## src/rtl/uart_rx_pkg.sv

```systemverilog
// Shared definitions for the UART receive controller: FSM state encoding and
// frame-timing constants.
package uart_rx_pkg;

    localparam int DEFAULT_CLKS_PER_BIT = 10;

    // 8 data bits plus the stop bit are clocked into the external shift register
    localparam int NUM_STROBES = 9;

    typedef enum logic [1:0] {
        IDLE,
        START_CHK,
        RECV,
        STOP_CHK
    } rx_state_t;

endpackage

```

## src/rtl/rx_bit_timer.sv

```systemverilog
// Baud counter: wraps every CLKS_PER_BIT cycles and ticks at the middle of
// each bit period, measured from the cycle after clear is released.
module rx_bit_timer
    import uart_rx_pkg::*;
#(
    parameter int CLKS_PER_BIT = DEFAULT_CLKS_PER_BIT
) (
    input  logic clk,
    input  logic n_rst,
    input  logic enable,
    input  logic clear,
    output logic bit_tick
);

    localparam int CNT_W = $clog2(CLKS_PER_BIT);
    localparam logic [CNT_W-1:0] CNT_LAST = CNT_W'(CLKS_PER_BIT - 1);
    // A tick at count CLKS_PER_BIT/2-1 lands on cycle CLKS_PER_BIT/2 after the edge
    localparam logic [CNT_W-1:0] CNT_MID  = CNT_W'(CLKS_PER_BIT / 2 - 1);

    logic [CNT_W-1:0] cnt;

    always_ff @(posedge clk or negedge n_rst) begin
        if (!n_rst) begin
            cnt <= '0;
        end else if (clear) begin
            cnt <= '0;
        end else if (enable) begin
            cnt <= (cnt == CNT_LAST) ? '0 : cnt + 1'b1;
        end
    end

    assign bit_tick = enable && (cnt == CNT_MID);

endmodule

```

## src/rtl/uart_rx_ctrl.sv

```systemverilog
// UART receive controller: detects the start edge, strobes the external 9-bit
// shift register at mid-bit, and tracks buffer-ready, framing and overrun status.
module uart_rx_ctrl
    import uart_rx_pkg::*;
#(
    parameter int CLKS_PER_BIT = DEFAULT_CLKS_PER_BIT
) (
    input  logic clk,
    input  logic n_rst,
    input  logic serial_in,
    input  logic stop_bit,
    input  logic data_read,
    output logic shift_strobe,
    output logic load_buffer,
    output logic rx_data_ready,
    output logic framing_error,
    output logic overrun_error
);

    localparam logic [3:0] LAST_BIT = 4'(NUM_STROBES - 1);

    rx_state_t  state;
    rx_state_t  state_next;
    logic [3:0] bit_cnt;
    logic       line_p0;
    logic       line_p1;
    logic       line_p2;
    logic       start_edge;
    logic       timer_enable;
    logic       timer_clear;
    logic       bit_tick;
    logic       set_framing;

    // Stage p0/p1: two-flop synchronizer; p2 holds the previous synchronized value
    always_ff @(posedge clk or negedge n_rst) begin
        if (!n_rst) begin
            line_p0 <= 1'b1;
            line_p1 <= 1'b1;
            line_p2 <= 1'b1;
        end else begin
            line_p0 <= serial_in;
            line_p1 <= line_p0;
            line_p2 <= line_p1;
        end
    end

    assign start_edge = line_p2 & ~line_p1;

    rx_bit_timer #(
        .CLKS_PER_BIT(CLKS_PER_BIT)
    ) u_bit_timer (
        .clk     (clk),
        .n_rst   (n_rst),
        .enable  (timer_enable),
        .clear   (timer_clear),
        .bit_tick(bit_tick)
    );

    always_ff @(posedge clk or negedge n_rst) begin
        if (!n_rst) begin
            state <= IDLE;
        end else begin
            state <= state_next;
        end
    end

    always_comb begin
        state_next   = state;
        timer_enable = 1'b0;
        timer_clear  = 1'b0;
        shift_strobe = 1'b0;
        load_buffer  = 1'b0;
        set_framing  = 1'b0;
        case (state)
            IDLE: begin
                timer_clear = 1'b1;
                if (start_edge) begin
                    state_next = START_CHK;
                end
            end
            START_CHK: begin
                timer_enable = 1'b1;
                // Line back high at mid start bit means a glitch, not a frame
                if (bit_tick) begin
                    state_next = line_p1 ? IDLE : RECV;
                end
            end
            RECV: begin
                timer_enable = 1'b1;
                if (bit_tick) begin
                    shift_strobe = 1'b1;
                    if (bit_cnt == LAST_BIT) begin
                        state_next = STOP_CHK;
                    end
                end
            end
            STOP_CHK: begin
                load_buffer = stop_bit;
                set_framing = ~stop_bit;
                state_next  = IDLE;
            end
            default: begin
                state_next = IDLE;
            end
        endcase
    end

    always_ff @(posedge clk or negedge n_rst) begin
        if (!n_rst) begin
            bit_cnt <= '0;
        end else if (state == IDLE) begin
            bit_cnt <= '0;
        end else if (shift_strobe) begin
            bit_cnt <= bit_cnt + 1'b1;
        end
    end

    always_ff @(posedge clk or negedge n_rst) begin
        if (!n_rst) begin
            rx_data_ready <= 1'b0;
            overrun_error <= 1'b0;
            framing_error <= 1'b0;
        end else begin
            if (load_buffer) begin
                rx_data_ready <= 1'b1;
            end else if (data_read) begin
                rx_data_ready <= 1'b0;
            end

            // A simultaneous read consumes the old byte, so nothing was overrun
            if (load_buffer && !data_read) begin
                if (rx_data_ready) begin
                    overrun_error <= 1'b1;
                end
            end else if (data_read && !load_buffer) begin
                overrun_error <= 1'b0;
            end

            if (set_framing) begin
                framing_error <= 1'b1;
            end else if (state == IDLE && start_edge) begin
                framing_error <= 1'b0;
            end
        end
    end

endmodule

```

## config.mk

```make
export PLATFORM = sky130hd
export DESIGN_NAME = uart_rx_ctrl
export DESIGN_NICKNAME = d
export VERILOG_FILES = /design/src/rtl/uart_rx_pkg.sv /design/src/rtl/rx_bit_timer.sv /design/src/rtl/uart_rx_ctrl.sv
export SDC_FILE = /design/constraint.sdc
export NUM_CORES = 1
export LEC_CHECK = 0
export ABC_AREA = 1
export BUFFER_PORTS_ARGS = -buffer_cell sky130_fd_sc_hd__clkbuf_2
export CAP_MARGIN = 20
export CORE_MARGIN = 2
export CORE_UTILIZATION = 30
export CTS_CLUSTER_SIZE = 16
export DETAILED_ROUTE_END_ITERATION = 7
export GPL_TIMING_DRIVEN = 0
export PLACE_DENSITY = 0.48
export SLEW_MARGIN = 25
export SYNTH_ARGS = -nofsm -noshare
export SYNTH_HDL_FRONTEND = slang
export SYNTH_HIERARCHICAL = 1
export SYNTH_SLANG_ARGS = --single-unit
```

## constraint.sdc

```tcl
create_clock -name clk -period 1.7 [get_ports clk]
set_input_delay 0.51 -clock clk [delete_from_list [all_inputs] [get_ports clk]]
set_output_delay 0.51 -clock clk [all_outputs]
set_load 0.005 [all_outputs]
```

; ---- Word level (Yosys, flattened, before mapping)
; Index checks and enable logic that the tools add are counted.
[totals]
regBits = 16
elab_cells = 64
[op_classes]
n_addsub = 2
n_eq_ne = 11
n_mux = 24
n_bitwise = 3
n_reduce_logical = 15
[ops]
columns = cell, n
row1 = 4-bit 2-to-1 mux, 5
row2 = 1-bit 2-to-1 mux, 13
row3 = 2-bit 2-to-1 mux, 5
row4 = "2-bit inequality test, second input constant", 5
row5 = 2-bit nonzero test, 5
row6 = "4-bit by 1-bit adder with 4-bit output, second input constant", 2
row7 = "4-bit equality test, second input constant", 2
row8 = 2-bit case mux with 4 select lines, 1
row9 = "2-bit equality test, second input constant", 2
row10 = "4-bit by 3-bit equality test with 1-bit output, second input constant", 1
row11 = 1-bit logical AND, 4
row12 = 4-bit AND reduction, 1
row13 = "2-bit by 1-bit equality test with 1-bit output, second input constant", 1
row14 = 1-bit zero test, 2
row15 = 2-bit zero test, 1
row16 = 1-bit inverter, 2
row17 = 2-bit AND reduction, 1
row18 = 2-bit OR reduction, 1
row19 = 1-bit bitwise AND, 1

; ---- Longest topological paths before layout
[depth]
ltp_word = 8
ltp_mapped = 11
depth_no_buf = 11

; ---- Modules after synthesis
; The synthesis kept the hierarchy.
[modules_own_cells]
columns = mod, instances, cells_each, area_per_inst_um2
row1 = uart_rx_ctrl, 1, 71, 620.6
row2 = rx_bit_timer, 1, 41, 279.0

; ---- Worst setup path after synthesis
; Ideal clock, no wire load.
[synth_timing]
kind = reg2out
from = register state[0]
to = output shift_strobe
t_arrival_ns = 1.195
setup_slack_ns = -0.005
path_stages_with_launch = 7
path_buffers = 0
path_cell_list = dfrtp_1 -> inv_1 -> ha_1 -> inv_1 -> nor2_1 -> nand2_2 -> inv_1
[synth_between]
elab_chain_len = 6
elab_cells_between_ends = 7
classes_between = eq/ne (2) / mux (3) / reduce/logical (2)
[synth_rtl]
columns = element, line
row1 = start: declaration, uart_rx_ctrl.sv:22  ; rx_state_t state;
row2 = start signal: assignment, uart_rx_ctrl.sv:63  ; state <= state_next;
row3 = 2-bit equality test or 2-bit by 1-bit equality test with 1-bit output (tied branches), uart_rx_ctrl.sv:74  ; case (state)
row4 = 2-bit OR reduction (no line) (*), -
row5 = 1-bit 2-to-1 mux (*), uart_rx_ctrl.sv:74
row6 = via timer_enable, uart_rx_ctrl.sv:29  ; logic timer_enable;
row7 = 1-bit logical AND (*), rx_bit_timer.sv:32  ; assign bit_tick = enable && (cnt == CNT_MID);
row8 = via bit_tick, uart_rx_ctrl.sv:31  ; logic bit_tick;
row9 = 1-bit 2-to-1 mux (*), uart_rx_ctrl.sv:90  ; if (bit_tick) begin
row10 = 1-bit 2-to-1 mux (*), uart_rx_ctrl.sv:74
row11 = end: declaration, uart_rx_ctrl.sv:13  ; output logic shift_strobe,
; Mark *: on every way through the listed nets, which the timed path passes. The rest lies on a longest branch.

==> results list <==
- The hold violation total from the final report came to 0.
- Once layout is done, the placed cells without fillers occupy 1180 um^2.
- Summed over all instances, the cell type with the most area after synthesis is sky130_fd_sc_hd__dfrtp_1.
- Leak pwr: 0.628 nW
- Count of maximum capacitance violations: 0
- The finished layout holds 169 standard cells, fillers aside.
- Clock-pin slew reported for the worst setup and hold paths after clock tree synthesis: 0.09 ns
* Status: finished with violations
- Counting every sink on the clock net gives 16.
* Count of nets left with antenna violations after detail routing: 0
* H-tree depth: 1
* Kind of end point of the critical path: output pin
* Number of distinct library cell variants in the gate-level netlist after synthesis: 18
- The critical path in this run is classified as reg -> out.
* Wirelength, routed: 1770 um
* Die W: 58.8 um
* Slew at the pin closest to its max-slew limit: 0.420 ns
* Cell Area, Synth: 900 um^2
- Post-synthesis async set-or-reset flop share: 100%
- DR pass1 iterations: 6
* Initial Util: 32.1%
- Headroom to the max-slew limit came out at 72.0%.
* Area share of the largest cell type after synthesis: 36.2%
* Cells taking the most area after synthesis: sky130_fd_sc_hd__dfrtp_1, sky130_fd_sc_hd__ha_1, sky130_fd_sc_hd__nand2_1
* Filler instances: 289
* Total of endpoints with negative setup slack in the final report: 2
- The number of global-route vias before repair came to 734.
- The first global-routing pass estimated 3180 um of wire.
- Routed length per placed instance: 10.5 um
- Critical path peak fanout: 2
- Entering global routing, the biggest net connects 17 pins.
- In the synthesized netlist, the cells that appear most often are sky130_fd_sc_hd__nand2_1, sky130_fd_sc_hd__inv_1, sky130_fd_sc_hd__dfrtp_1.
* Portion of the clock cycle consumed by the worst path in the final layout: 109%
* Vertical extent of the die: 58.8 um
- Bufs on Longest Clock Path: 2
- CP required: 1.19 ns
* Peak supply drop: 0.731 mV
- In the post-route analysis, the smallest setup slack over all paths is -0.160 ns.
- Routed via count divided by cell count: 4.43
- The placed instances occupy a cell area of 986 um^2.
* Total nets after synthesis: 127
- Full die area: 3450 um^2
- Port bufs: 9
* Most instantiated flip-flop cell in the synthesis netlist: sky130_fd_sc_hd__dfrtp_1
- Timing would allow up to 0.538 GHz.
- STA classifies the critical path startpoint as a flop.
* Ant diodes: 0
* Worst setup skew after layout: 0.00128 ns
- Remaining Overflow, GRT: 0
* Area used by sequential logic in the layout: 405 um^2
* Number of nets in the layout: 154
- TritonCTS built the clock tree.
- In this run the power density over the cells is 1290 nW/um^2.
- Across every metal layer, demand over resource in global routing totals 12.1%.
- Cells with a size suffix above 1 make up 33.3% of the layout.
- The initial antenna violation count was 0.
* Instance count of the mapped netlist: 112
- Hold crit path type: in -> async
* WP data arrival: 1.35 ns
* Via count: 749
- At the end of routability-driven placement, the weighted congestion stood at 0.781.
* Post-synth EDFFs: 0
* Area of the core region: 2810 um^2
- For this run, the register share of the synthesized area comes to 44.9%.
- Counting flops and latches in the post-synthesis netlist gives 16.
- The HPWL after detailed placement is 1180 um.
- The final reports fail on negative setup slack.
* Starting DRC count in detailed routing: 46
* # IOs: 10
* Fin. max-slew vios: 0
- The number of clock buffers added by TritonCTS is 3.
* Clk_lat worst skew: 0.28 ns
* Final routed DRC violation total: 0
- Row generation in the floorplan step produced 19 rows.
- The routed design could run at a clock period as short as 1.86 ns.
- During synthesis, Yosys emitted a total of 6 warnings.
- Total placed cells including tap cells: 152
- Yosys instantiated no cell more often than sky130_fd_sc_hd__nand2_1.
- Compared with the post-synthesis result, the final layout area differs by 31.4%.
* Root buffer cell: sky130_fd_sc_hd__clkbuf_4
* Post-Syn Area per Cell: 8.03 um^2
* Setup repair after global routing missed its margin: true
- The multi-input combinational cells in the finished layout cover a total of 470 um^2.
per-stage QoR:
stage | total power [W] | setup TNS [ns] | util (%) | hold slack [ns] | setup slack, ns
floorplan | 0.000858 | 0 | - | 0.214 | 0.0371
global placement | 0.000977 | -0.204 | 35.1 | 0.348 | -0.199
detailed placement | 0.000980 | -0.220 | 35.1 | 0.351 | -0.204
CTS | 0.00147 | -0.235 | 41.1 | 0.144 | -0.170
global route | 0.00169 | -0.416 | 42.1 | 0.144 | -0.247
finish | 0.00152 | -0.275 | 42.1 | 0.136 | -0.160
report_power, final:
part           internal (W)  leakage [nW]  switching [W]
Sequential         0.000450         0.207      0.0000460
Clock              0.000130        0.0210       0.000122
Combinational      0.000361         0.400       0.000412
Total              0.000942         0.628       0.000580
worst max-delay path: stages, from the launching register on:
cell and delay (ns):
sky130_fd_sc_hd__dfrtp_1 0.39, sky130_fd_sc_hd__inv_2 0.06, sky130_fd_sc_hd__ha_4 0.27, sky130_fd_sc_hd__inv_4 0.04
sky130_fd_sc_hd__nor2_4 0.10, sky130_fd_sc_hd__nand2_4 0.06, sky130_fd_sc_hd__inv_2 0.04, sky130_fd_sc_hd__clkbuf_2 0.09
cell usage in the layout (no fill, tap or decap), types with 2 or more instances in the layout:
master	Yosys	routed
sky130_fd_sc_hd__nand2_1	30	29
sky130_fd_sc_hd__inv_1	22	16
sky130_fd_sc_hd__dfrtp_1	13	12
sky130_fd_sc_hd__buf_4	0	12
sky130_fd_sc_hd__nor2_1	11	10
sky130_fd_sc_hd__clkbuf_2	0	9
sky130_fd_sc_hd__ha_1	10	7
sky130_fd_sc_hd__inv_2	0	5
sky130_fd_sc_hd__o21ai_0	5	5
sky130_fd_sc_hd__nand3_1	5	4
sky130_fd_sc_hd__a21oi_1	3	3
sky130_fd_sc_hd__ha_4	0	3
sky130_fd_sc_hd__clkbuf_4	0	3
sky130_fd_sc_hd__dfstp_2	3	3
sky130_fd_sc_hd__nand4_1	2	2
kinds of logic after synthesis:
logic type | Yosys count | share of synthesized area [%]
buffers and inverters | 22 | 9.18
AO/OA/AOI/OAI | 12 | 7.65
flip-flops | 16 | 44.9
adder cells (fa/ha/maj) | 10 | 13.9
AND/OR/NAND/NOR | 52 | 24.3
path summary, 6_finish.rpt:
check	from	to	slack (ns)	cells after the start
max reg2reg	state[0]$_DFFE_PN0P_	state[0]$_DFFE_PN0P_	0.14	10
max	flop	shift_strobe	-0.16	7
max in group asynchronous	n_rst	line_p0$_DFF_PN1_	1.23	1
min in group clk	serial_in	line_p0$_DFF_PN1_	0.30	1
min	n_rst	u_bit_timer/cnt[2]$_DFFE_PN0P_	0.14	1
min reg2reg	line_p0$_DFF_PN1_	line_p1$_DFF_PN1_	0.36	0
what timing repair did:
| action | 4_1_cts | 5_1_grt |
|---|---|---|
| pin swaps | 4 | 0 |
| setup buffers | 11 | 2 |
| setup endpoints to repair | 5 | 2 |
| gates resized for setup | 16 | 2 |
| hold buffers | 0 | 0 |
registers in the layout (all words and copies together) (netlist names), named ones only:
| signal | cells |
|---|---|
| bit_cnt | 4 |
| u_bit_timer/cnt | 4 |
| framing_error | 1 |
| line_p0 | 1 |
| line_p1 | 1 |
| line_p2 | 1 |
| overrun_error | 1 |
| rx_data_ready | 1 |
| state | 1 |
metal layers:
layer | part of all wire (%) | track usage (%)
met1 | 48 | 16.1
met2 | 47 | 19.2
met3 | 4.0 | 4.62
met4 | 0.62 | 1.95
met5 | 0 | 0
final cells by class:
type	count	share of cell area, %
repair buffers	22	12.4
well taps	31	3.28
multi-input cells	74	39.8
clock buffers	4	3.07
inverters	22	7.20
flip-flops and latches	16	34.3
No activity file was read; power rests on OpenSTA's default activity.
